===== config.mk =====
export PLATFORM = sky130hd
export DESIGN_NAME = fnd_scan_ctrl
export DESIGN_NICKNAME = d
export VERILOG_FILES = /design/src/rtl/fnd_pkg.sv /design/src/rtl/seg7_encode.sv /design/src/rtl/fnd_scan_ctrl.sv
export SDC_FILE = /design/constraint.sdc
export NUM_CORES = 1
export LEC_CHECK = 0
export BUFFER_PORTS_ARGS = -buffer_cell sky130_fd_sc_hd__buf_2
export CELL_PAD_IN_SITES_DETAIL_PLACEMENT = 0
export CELL_PAD_IN_SITES_GLOBAL_PLACEMENT = 2
export CORE_MARGIN = 2
export CORE_UTILIZATION = 37
export CTS_CLUSTER_DIAMETER = 30
export CTS_CLUSTER_SIZE = 10
export DETAILED_ROUTE_END_ITERATION = 10
export GPL_TIMING_DRIVEN = 0
export MAX_ROUTING_LAYER = met4
export PLACE_DENSITY = 0.76
export SLEW_MARGIN = 20
export SYNTH_ARGS = -nofsm -noshare
export SYNTH_HDL_FRONTEND = slang
export SYNTH_SLANG_ARGS = --single-unit

===== constraint.sdc =====
create_clock -name clk -period 4.4 [get_ports clk]
set_input_delay 0.88 -clock clk [delete_from_list [all_inputs] [get_ports clk]]
set_output_delay 0.88 -clock clk [all_outputs]
set_load 0.005 [all_outputs]

===== src/rtl/fnd_pkg.sv =====
// rtl/fnd_pkg.sv - Shared types and seven-segment patterns for the FND scan controller.
package fnd_pkg;

  typedef enum logic [1:0] {
    ST_IDLE  = 2'd0,
    ST_ON    = 2'd1,
    ST_BLANK = 2'd2
  } scan_state_e;

  localparam int ROW_COUNT = 8;

  localparam logic [7:0] SEG_OFF = 8'h00;

  // Patterns are {A,B,C,D,E,F,G}
  localparam logic [6:0] SEG_0 = 7'b1111110;
  localparam logic [6:0] SEG_1 = 7'b0110000;
  localparam logic [6:0] SEG_2 = 7'b1101101;
  localparam logic [6:0] SEG_3 = 7'b1111001;
  localparam logic [6:0] SEG_4 = 7'b0110011;
  localparam logic [6:0] SEG_5 = 7'b1011011;
  localparam logic [6:0] SEG_6 = 7'b1011111;
  localparam logic [6:0] SEG_7 = 7'b1110000;
  localparam logic [6:0] SEG_8 = 7'b1111111;
  localparam logic [6:0] SEG_9 = 7'b1111011;
  localparam logic [6:0] SEG_A = 7'b1110111;
  localparam logic [6:0] SEG_B = 7'b0011111;
  localparam logic [6:0] SEG_C = 7'b1001110;
  localparam logic [6:0] SEG_D = 7'b0111101;
  localparam logic [6:0] SEG_E = 7'b1001111;
  localparam logic [6:0] SEG_F = 7'b1000111;

  localparam logic [15:0][6:0] SEG_TABLE = {
    SEG_F, SEG_E, SEG_D, SEG_C, SEG_B, SEG_A, SEG_9, SEG_8,
    SEG_7, SEG_6, SEG_5, SEG_4, SEG_3, SEG_2, SEG_1, SEG_0
  };

  // A digit is suppressed only while every digit to its left is too; digit 0 always shows.
  function automatic logic [ROW_COUNT-1:0] lz_mask(
    input logic [4*ROW_COUNT-1:0] d,
    input logic [ROW_COUNT-1:0]   p
  );
    logic [ROW_COUNT-1:0] m;
    logic                 above;
    m     = '0;
    above = 1'b1;
    for (int i = ROW_COUNT - 1; i >= 1; i--) begin
      above = above && (d[4*i +: 4] == 4'h0) && !p[i];
      m[i]  = above;
    end
    return m;
  endfunction

endpackage


===== src/rtl/seg7_encode.sv =====
// rtl/seg7_encode.sv - Combinational 4-bit code plus decimal point to {A..G,DP}.
module seg7_encode
  import fnd_pkg::*;
(
  input  logic [3:0] code,
  input  logic       dp,
  output logic [7:0] seg
);

  assign seg = {SEG_TABLE[code], dp};

endmodule


===== src/rtl/fnd_scan_ctrl.sv =====
// rtl/fnd_scan_ctrl.sv - 8-digit seven-segment scan scheduler with per-frame snapshot.
// Define FND_LZ_BLANK_EN to enable leading-zero suppression.
module fnd_scan_ctrl
  import fnd_pkg::*;
#(
  parameter int DWELL_CYCLES = 4096,
  parameter int BLANK_CYCLES = 64
) (
  input  logic        clk,
  input  logic        rst_n,
  input  logic        en,
  input  logic [31:0] digits,
  input  logic [7:0]  dp,
  output logic [7:0]  seg,
  output logic [7:0]  row,
  output logic        frame_start
);

  localparam int CNT_MAX_DB = (DWELL_CYCLES > BLANK_CYCLES) ? DWELL_CYCLES : BLANK_CYCLES;
  localparam int CNT_MAX    = (CNT_MAX_DB > 2) ? CNT_MAX_DB : 2;
  localparam int CNT_W      = $clog2(CNT_MAX);
  localparam logic [CNT_W-1:0] DWELL_LAST = CNT_W'(DWELL_CYCLES - 1);
  localparam logic [CNT_W-1:0] BLANK_LAST = CNT_W'((BLANK_CYCLES > 0) ? BLANK_CYCLES - 1 : 0);
  localparam logic [2:0]       IDX_LAST   = 3'(ROW_COUNT - 1);

  scan_state_e      state_q, state_d;
  logic [2:0]       idx_q, idx_d;
  logic [CNT_W-1:0] cnt_q, cnt_d;
  logic [31:0]      snap_digits_q, snap_digits_d;
  logic [7:0]       snap_dp_q, snap_dp_d;
  logic [7:0]       row_q, row_d;
  logic [7:0]       seg_q, seg_d;
  logic             fs_q, fs_d;

  logic             snap_load;
  logic [31:0]      src_digits;
  logic [7:0]       src_dp;
  logic [3:0]       enc_code;
  logic             enc_dp;
  logic [7:0]       enc_seg;

  always_comb begin
    state_d   = state_q;
    idx_d     = idx_q;
    cnt_d     = cnt_q;
    snap_load = 1'b0;
    if (!en) begin
      state_d = ST_IDLE;
      idx_d   = '0;
      cnt_d   = '0;
    end else begin
      case (state_q)
        ST_IDLE: begin
          state_d   = ST_ON;
          idx_d     = '0;
          cnt_d     = '0;
          snap_load = 1'b1;
        end
        ST_ON: begin
          if (cnt_q == DWELL_LAST) begin
            cnt_d = '0;
            if (BLANK_CYCLES == 0) begin
              idx_d     = idx_q + 3'd1;
              snap_load = (idx_q == IDX_LAST);
            end else begin
              state_d = ST_BLANK;
            end
          end else begin
            cnt_d = cnt_q + 1'b1;
          end
        end
        ST_BLANK: begin
          if (cnt_q == BLANK_LAST) begin
            state_d   = ST_ON;
            cnt_d     = '0;
            idx_d     = idx_q + 3'd1;
            snap_load = (idx_q == IDX_LAST);
          end else begin
            cnt_d = cnt_q + 1'b1;
          end
        end
        default: begin
          state_d = ST_IDLE;
          idx_d   = '0;
          cnt_d   = '0;
        end
      endcase
    end
  end

  // On a snapshot edge the encoder sees the incoming values so seg is valid on frame_start.
  always_comb begin
    src_digits    = snap_load ? digits : snap_digits_q;
    src_dp        = snap_load ? dp : snap_dp_q;
    enc_code      = src_digits[{idx_d, 2'b00} +: 4];
    enc_dp        = src_dp[idx_d];
    snap_digits_d = en ? src_digits : '0;
    snap_dp_d     = en ? src_dp : '0;
  end

  seg7_encode u_seg7_encode (
    .code (enc_code),
    .dp   (enc_dp),
    .seg  (enc_seg)
  );

`ifdef FND_LZ_BLANK_EN
  logic [ROW_COUNT-1:0] lz_q, lz_d, lz_src;

  always_comb begin
    lz_src = snap_load ? lz_mask(digits, dp) : lz_q;
    lz_d   = en ? lz_src : '0;
  end

  always_ff @(posedge clk or negedge rst_n) begin
    if (!rst_n) begin
      lz_q <= '0;
    end else begin
      lz_q <= lz_d;
    end
  end
`endif

  always_comb begin
    row_d = '0;
    seg_d = SEG_OFF;
    fs_d  = 1'b0;
    if (state_d == ST_ON) begin
      row_d = 8'b1 << idx_d;
      seg_d = enc_seg;
      fs_d  = snap_load;
`ifdef FND_LZ_BLANK_EN
      if (lz_src[idx_d]) begin
        seg_d = SEG_OFF;
      end
`endif
    end
  end

  always_ff @(posedge clk or negedge rst_n) begin
    if (!rst_n) begin
      state_q       <= ST_IDLE;
      idx_q         <= '0;
      cnt_q         <= '0;
      snap_digits_q <= '0;
      snap_dp_q     <= '0;
      row_q         <= '0;
      seg_q         <= '0;
      fs_q          <= 1'b0;
    end else begin
      state_q       <= state_d;
      idx_q         <= idx_d;
      cnt_q         <= cnt_d;
      snap_digits_q <= snap_digits_d;
      snap_dp_q     <= snap_dp_d;
      row_q         <= row_d;
      seg_q         <= seg_d;
      fs_q          <= fs_d;
    end
  end

  assign seg         = seg_q;
  assign row         = row_q;
  assign frame_start = fs_q;

endmodule


==> metrics.yaml, run 1 <==
power_and_ir_drop:
  power.density_mw_per_mm2: 296
  ir_drop_v: 0.000175
  p_leak_uw: 0.00231
die:
  rows: 38
  die_x_um: 109
  die_h_um: 109
  num_io_pins: 60
  start_util_pct: 37.7
  core_area_mm2: 0.0108
  dieArea_mm2: 0.0119
drt:
  wl_per_cell_um: 17.0
  drtIter0Drc: 90
  dr.pass1.iters: 4
  route.detailed.vias_per_inst: 5.15
  vias: 3025
  wl_um: 9990
  remaining_drc_errors: 0
  drtAntennaViolNets: 0
cts:
  cts_tree: "done"
  path_clk_slew_ns: 0.08
  cts_buffers: 9
  cts-htree-levels: 3
  cts_root_buf: "clkbuf_8"
  cts_buffer_depth: 2
  insertion_delay_ns: 0.36
  cts_sinks: 74
  cts_setup_buffers: 0
synth:
  synthCells: 371
  ys_ff_latch: 74
  yosys_warnings: 0
  synth_cell_types: 64
  syn_nets: 427
  async_flop_share_pct: 100
  netlist_area_mm2: 0.00407
  synth-seq-area-share_pct: 45.5
  synth_edf_count: 0
  avgSynthCellArea_um2: 11.0
  synthFlopType: "dfrtp_1"
timing:
  slew_headroom_pct: 47.9
  period_share_pct: 91.2
  fmax_mhz: 249
  fin_hold_ws_ns: 0.435
  tightest_slew_ns: 0.782
  rsz0062_at_grt: "no"
  setup_violations: 0
  skew_ns: 0.0116
  min_period_ns: 4.01
  report.final.slew_viol_count: 0
  fin_tns_setup_ns: 0
  hold_violations: 0
run_status:
  outcome: "finished, final reports clean"
min_path:
  hp-class: "in2async"
grt:
  grt_usage_pct: 18.8
  grt_remaining_overflow: 0
  antenna_found_initial: 0
  grt_first_pass_wirelength_um: 16200
  grt_pass1_vias: 2985
  grt_max_degree: 47
critical_path:
  worstRegToRegCells: 13
  crit_path_start_kind: "flop"
  required_ns: 4.69
  crit_fanout: 8
  endpoint_kind: "flop"
  critPathKind: "reg2reg"
  arrival_ns: 4.30
layout:
  final_layout_size_suffix_gt1_share_pct: 25.1
  syn_to_final_growth_pct: 16.5
  antennaDiodeCount: 0
  nFillCells: 1040
  nNetsFinal: 498
  final_common_cell: "dfrtp_1"
  final_cell_mix: "dfrtp_1 (74), buf_2 (63), mux2i_1 (42)"
job:
  maxCapViolCount: 0
placed_design:
  dpl.hpwl_um: 7440
  portBuffers: 59
  gp_congestion: 0.851
[flip-flops by register name, summed over array words and instances (netlist names)]
| signal | flops |
|---|---|
| seg | 8 |
| frame_start | 1 |
| snap_dp_q | 8 |
| state_q | 2 |
| snap_digits_q | 32 |
| cnt_q | 12 |
| row | 8 |
| idx_q | 3 |
[what timing repair did]
item	CTS	global route
gates resized for setup	0	1
endpoints found under the setup margin	0	5
hold buffers	0	0
[worst paths after layout]
| check | start | endpoint | slack [ns] |
|---|---|---|---|
| max | cnt_q[0] | seg[7] | 0.39 |
| min | rst_n | cnt_q[9] | 0.43 |
| max reg2reg | cnt_q[0] | seg[7] | 0.39 |
| min reg2reg | cnt_q[0] | cnt_q[0] | 0.50 |
| max in group asynchronous | rst_n | snap_digits_q[14] | 3.38 |
| min in group clk | cnt_q[0] | cnt_q[0] | 0.50 |
[stage by stage]
| step | util, % | area [um2] | total power [uW] | setup slack [ns] | instances |
|---|---|---|---|---|---|
| after floorplan | - | 4070 | 863 | 1.04 | 371 |
| after global placement | 42.1 | 4540 | 942 | 0.0937 | 570 |
| after detailed placement | 42.3 | 4570 | 948 | 0.0946 | 571 |
| after CTS | 43.9 | 4740 | 1420 | 0.0552 | 587 |
| after global routing | 43.9 | 4740 | 1470 | 0.0520 | 587 |
| final | 43.9 | 4740 | 1400 | 0.386 | 587 |
[layer usage]
layer | GRT usage, % | up-vias | wire length [um] | share of wire [%]
met5 | - | - | 0 | 0
met4 | 6.59 | 0 | 169 | 1.7
met3 | 2.63 | 13 | 406 | 4.1
met2 | 28.2 | 71 | 4570 | 46
met1 | 26.1 | 1473 | 4840 | 48
li1 | - | 1468 | - | -
[area by class of cell]
type                    count  area (um2)  share of cell area, %
plain buffers              16         100                   2.11
clock buffers              14         153                   3.22
clock inverters             2        12.5                  0.264
inverters                  11        41.3                  0.871
multi-input cells         270        2080                   43.9
flip-flops and latches     74        1850                   39.1
well taps                 140         175                   3.69
repair buffers             60         325                   6.86
[power breakdown]
part           switching [uW]  leakage (uW)  internal (uW)
sequential               9.79       0.00100            711
combinational             120       0.00123           90.8
clock                     250     0.0000807            220
[worst max-delay path, cell delays in order (launching register included)]
cell,delay (ns)
dfrtp_1,0.39
ha_1,0.21
nand3_1,0.29
nor4_4,0.56
mux2_4,0.36
a31oi_4,0.19
clkinv_1,0.31
a221o_1,0.41
o32ai_2,0.32
inv_1,0.16
ha_1,0.25
nor2_1,0.19
a22o_1,0.17
a211o_1,0.10
[cells in the mapped netlist (7+ instances only)]
master	count	area (um2)
and3_1	9	56.3
nor2_1	27	101
nand2_1	23	86.3
dfrtp_1	74	1850
mux2i_1	42	420
nor2b_1	35	219
inv_1	10	37.5
ha_1	13	163
a22oi_1	8	60.1
and2_1	7	43.8
nand3_1	16	80.1
[kinds of logic (layout without fill, tap and decap cells)]
family	after synthesis	in the layout	share of synthesized area, %
adders and majority gates	13	13	4.00
xor gates and xnor gates	10	10	2.15
DFF	74	74	45.5
and+or+nand+nor	137	137	18.9
buffers and inverters	27	103	3.47
muxes	50	50	12.6
AOI/OAI and AO/OA	60	60	13.4
Note: power is estimated with default switching activity, not from simulation.
==> inputs of run 2 (changes only) <==
Settings changed: CORE_UTILIZATION 37 to 40, CTS_CLUSTER_SIZE 10 to not set, PLACE_DENSITY 0.76 to 0.82.
Clock period 4.4 ns to 5 ns, I/O delays scaled along.
==> metrics.yaml, run 2 (synthesis gave the netlist of run 1 again) <==
critical_path:
  cp_slowest_cell: "nor3_1"
  max_stage_delay_ns: 0.88  # +0.32 ns
  critPathKind: "reg2reg"
  arrival_ns: 4.58  # +0.28 ns
  crit_fanout: 10  # +2
  endpoint_kind: "flop"
  crit_path_start_kind: "flop"
  cp_cell_sequence: "inv_1 -> ha_1 -> clkbuf_1 -> nand2_1 -> o211a_1 -> a31o_2 -> buf_2 -> nor3_1 -> a221oi_1 -> a22oi_1 -> a21o_1 -> ha_1 -> nor2_1 -> a22o_1 -> a211o_1"
  crit_path_frequent_cell: "ha_1"
  required_ns: 5.26  # +0.57 ns
  worstRegToRegCells: 15  # +2
timing:
  skew_ns: 0.0144  # +0.00274 ns
  slew_headroom_pct: 29.9  # -18 points
  period_share_pct: 86.4  # -4.8 points
  rsz0062_at_grt: "no"
  tightest_slew_ns: 1.04  # +0.262 ns
  fmax_mhz: 231  # -7.1%
  fin_tns_setup_ns: 0  # unchanged
  setup_violations: 0  # unchanged
  min_period_ns: 4.32  # +0.308 ns
  hold_violations: 0  # unchanged
  fin_hold_ws_ns: 0.496  # +0.0612 ns
  report.final.slew_viol_count: 0  # unchanged
cts:
  cts_buffer_depth: 2  # unchanged
  cts_buffers: 9  # unchanged
  cts_setup_buffers: 0  # unchanged
  cts_hold_buf: 0  # unchanged
  path_clk_slew_ns: 0.09  # about the same
  cts_sinks: 74  # unchanged
  insertion_delay_ns: 0.36  # about the same
  cts_tree: "done"
  cts_root_buf: "clkbuf_8"
  ctsResizeCount: 0  # unchanged
  cts-htree-levels: 3  # unchanged
power_and_ir_drop:
  p_total_uw: 1300  # -7.1%
  p_leak_uw: 0.00232  # +0.51%
  power.density_mw_per_mm2: 274  # -7.5%
  ir_drop_v: 0.000150  # -15%
placed_design:
  portBuffers: 59  # unchanged
  gp_congestion: 0.822  # -3.5%
  place_area_mm2: 0.00455  # -0.36%
  place_inst: 564  # -1.2%
  dpl.hpwl_um: 7260  # -2.5%
run_status:
  outcome: "finished, final reports clean"
die:
  dieArea_mm2: 0.0110  # -7.2%
  start_util_pct: 41.5  # +3.7 points
  num_io_pins: 60  # unchanged
  die_h_um: 105  # -3.7%
  core_area_mm2: 0.00982  # -9.0%
  rows: 36  # -5.3%
  die_x_um: 105  # -3.7%
layout:
  final_layout_size_suffix_gt1_share_pct: 25.5  # +0.45 points
  largest_register_ffs: 32  # unchanged
  final_cell_mix: "dfrtp_1 (74), buf_2 (63), mux2i_1 (42)"
  top_register: "snap_digits_q"
  finalNonFillerCells: 580  # -1.2%
  antennaDiodeCount: 0  # unchanged
  nNetsFinal: 498  # unchanged
  final_common_cell: "dfrtp_1"
  final_area_mm2: 0.00476  # +0.37%
  syn_to_final_growth_pct: 16.9
  top_regs: "snap_digits_q x32, cnt_q x12"
grt:
  grt_usage_pct: 19.7  # +0.88 points
  grt_remaining_overflow: 0  # unchanged
  grt_pass1_vias: 3147  # +5.4%
  grt_max_degree: 39  # -17%
  grt_first_pass_wirelength_um: 16500  # +1.4%
  antenna_found_initial: 0  # unchanged
  grt_use_met1_pct: 26.3  # +0.21 points
  grt_use_met3_pct: 3.62  # +0.99 points
  use_met2_pct: 30.8  # +2.6 points
  busiest_layer: "met2"
drt:
  route.detailed.vias_per_inst: 5.21  # +1.0%
  vias: 3020  # -0.17%
  remaining_drc_errors: 0  # unchanged
  wl_um: 9910  # -0.77%
  drtIter0Drc: 71  # -21%
  drtAntennaViolNets: 0  # unchanged
  dr.pass1.iters: 4  # unchanged
  wl_per_cell_um: 17.1  # +0.43%
min_path:
  holdPathStages: 1
  hp-class: "reg2reg"
job:
  maxCapViolCount: 0  # unchanged
==> run 2: cell types whose count changed in the layout (fill, tap and decap cells not counted), sizes merged <==
cell	previous run	this run
bufinv	0	1
inv	10	11
clkbuf	20	17
clkinvlp	1	2
==> run 2: path summary, 6_finish.rpt <==
path	endpoint	slack, ns	startpoint
min in group asynchronous	row[2]	0.60	rst_n
setup reg to reg	seg[7]	0.68	state_q[1]
max in group asynchronous	snap_digits_q[4]	3.82	rst_n
setup / recovery	seg[7]	0.68	state_q[1]
hold / removal	cnt_q[0]	0.50	cnt_q[0]
hold reg to reg	cnt_q[0]	0.50	cnt_q[0]
==> run 2: critical path, delay by kind of cell, from the launching register on <==
kind                       cells  cell delay (ns)
AOI/OAI and AO/OA              7             1.56
and+or+nand+nor                3             1.09
buffers and inverters          3             0.75
DFF                            1             0.42
adders and majority gates      2             0.41
==> run 2: stage by stage <==
step | setup slack (ns) | utilization, %
finish | 0.678 | 48.5
global route | 0.437 | 48.5
CTS | 0.674 | 48.5
detailed placement | 0.642 | 46.4
global placement | 0.645 | 46.2
floorplan | 1.64 | -
==> run 2: final cells by class <==
| type | instances | area, um2 |
|---|---|---|
| plain buffers | 16 | 100 |
| clock buffers | 11 | 141 |
| clock inverters | 5 | 62.6 |
| fillers | 998 | 5060 |
| inverters | 11 | 41.3 |
| multi-input cells | 270 | 2080 |
| flip-flops and latches | 74 | 1850 |
| well taps | 133 | 166 |
| repair buffers | 60 | 318 |
==> run 2: layer usage <==
layer	wire (um)	up-vias
li1	-	1465
met1	4830	1488
met2	4630	57
met3	306	10
met4	145	0
met5	0	-
==> run 2: report_power, final <==
part / switching (uW) / internal [uW] / leakage (uW)
clock network: 238 / 247 / 0.0000962
registers: 7.95 / 626 / 0.00100
logic: 105 / 79.3 / 0.00122
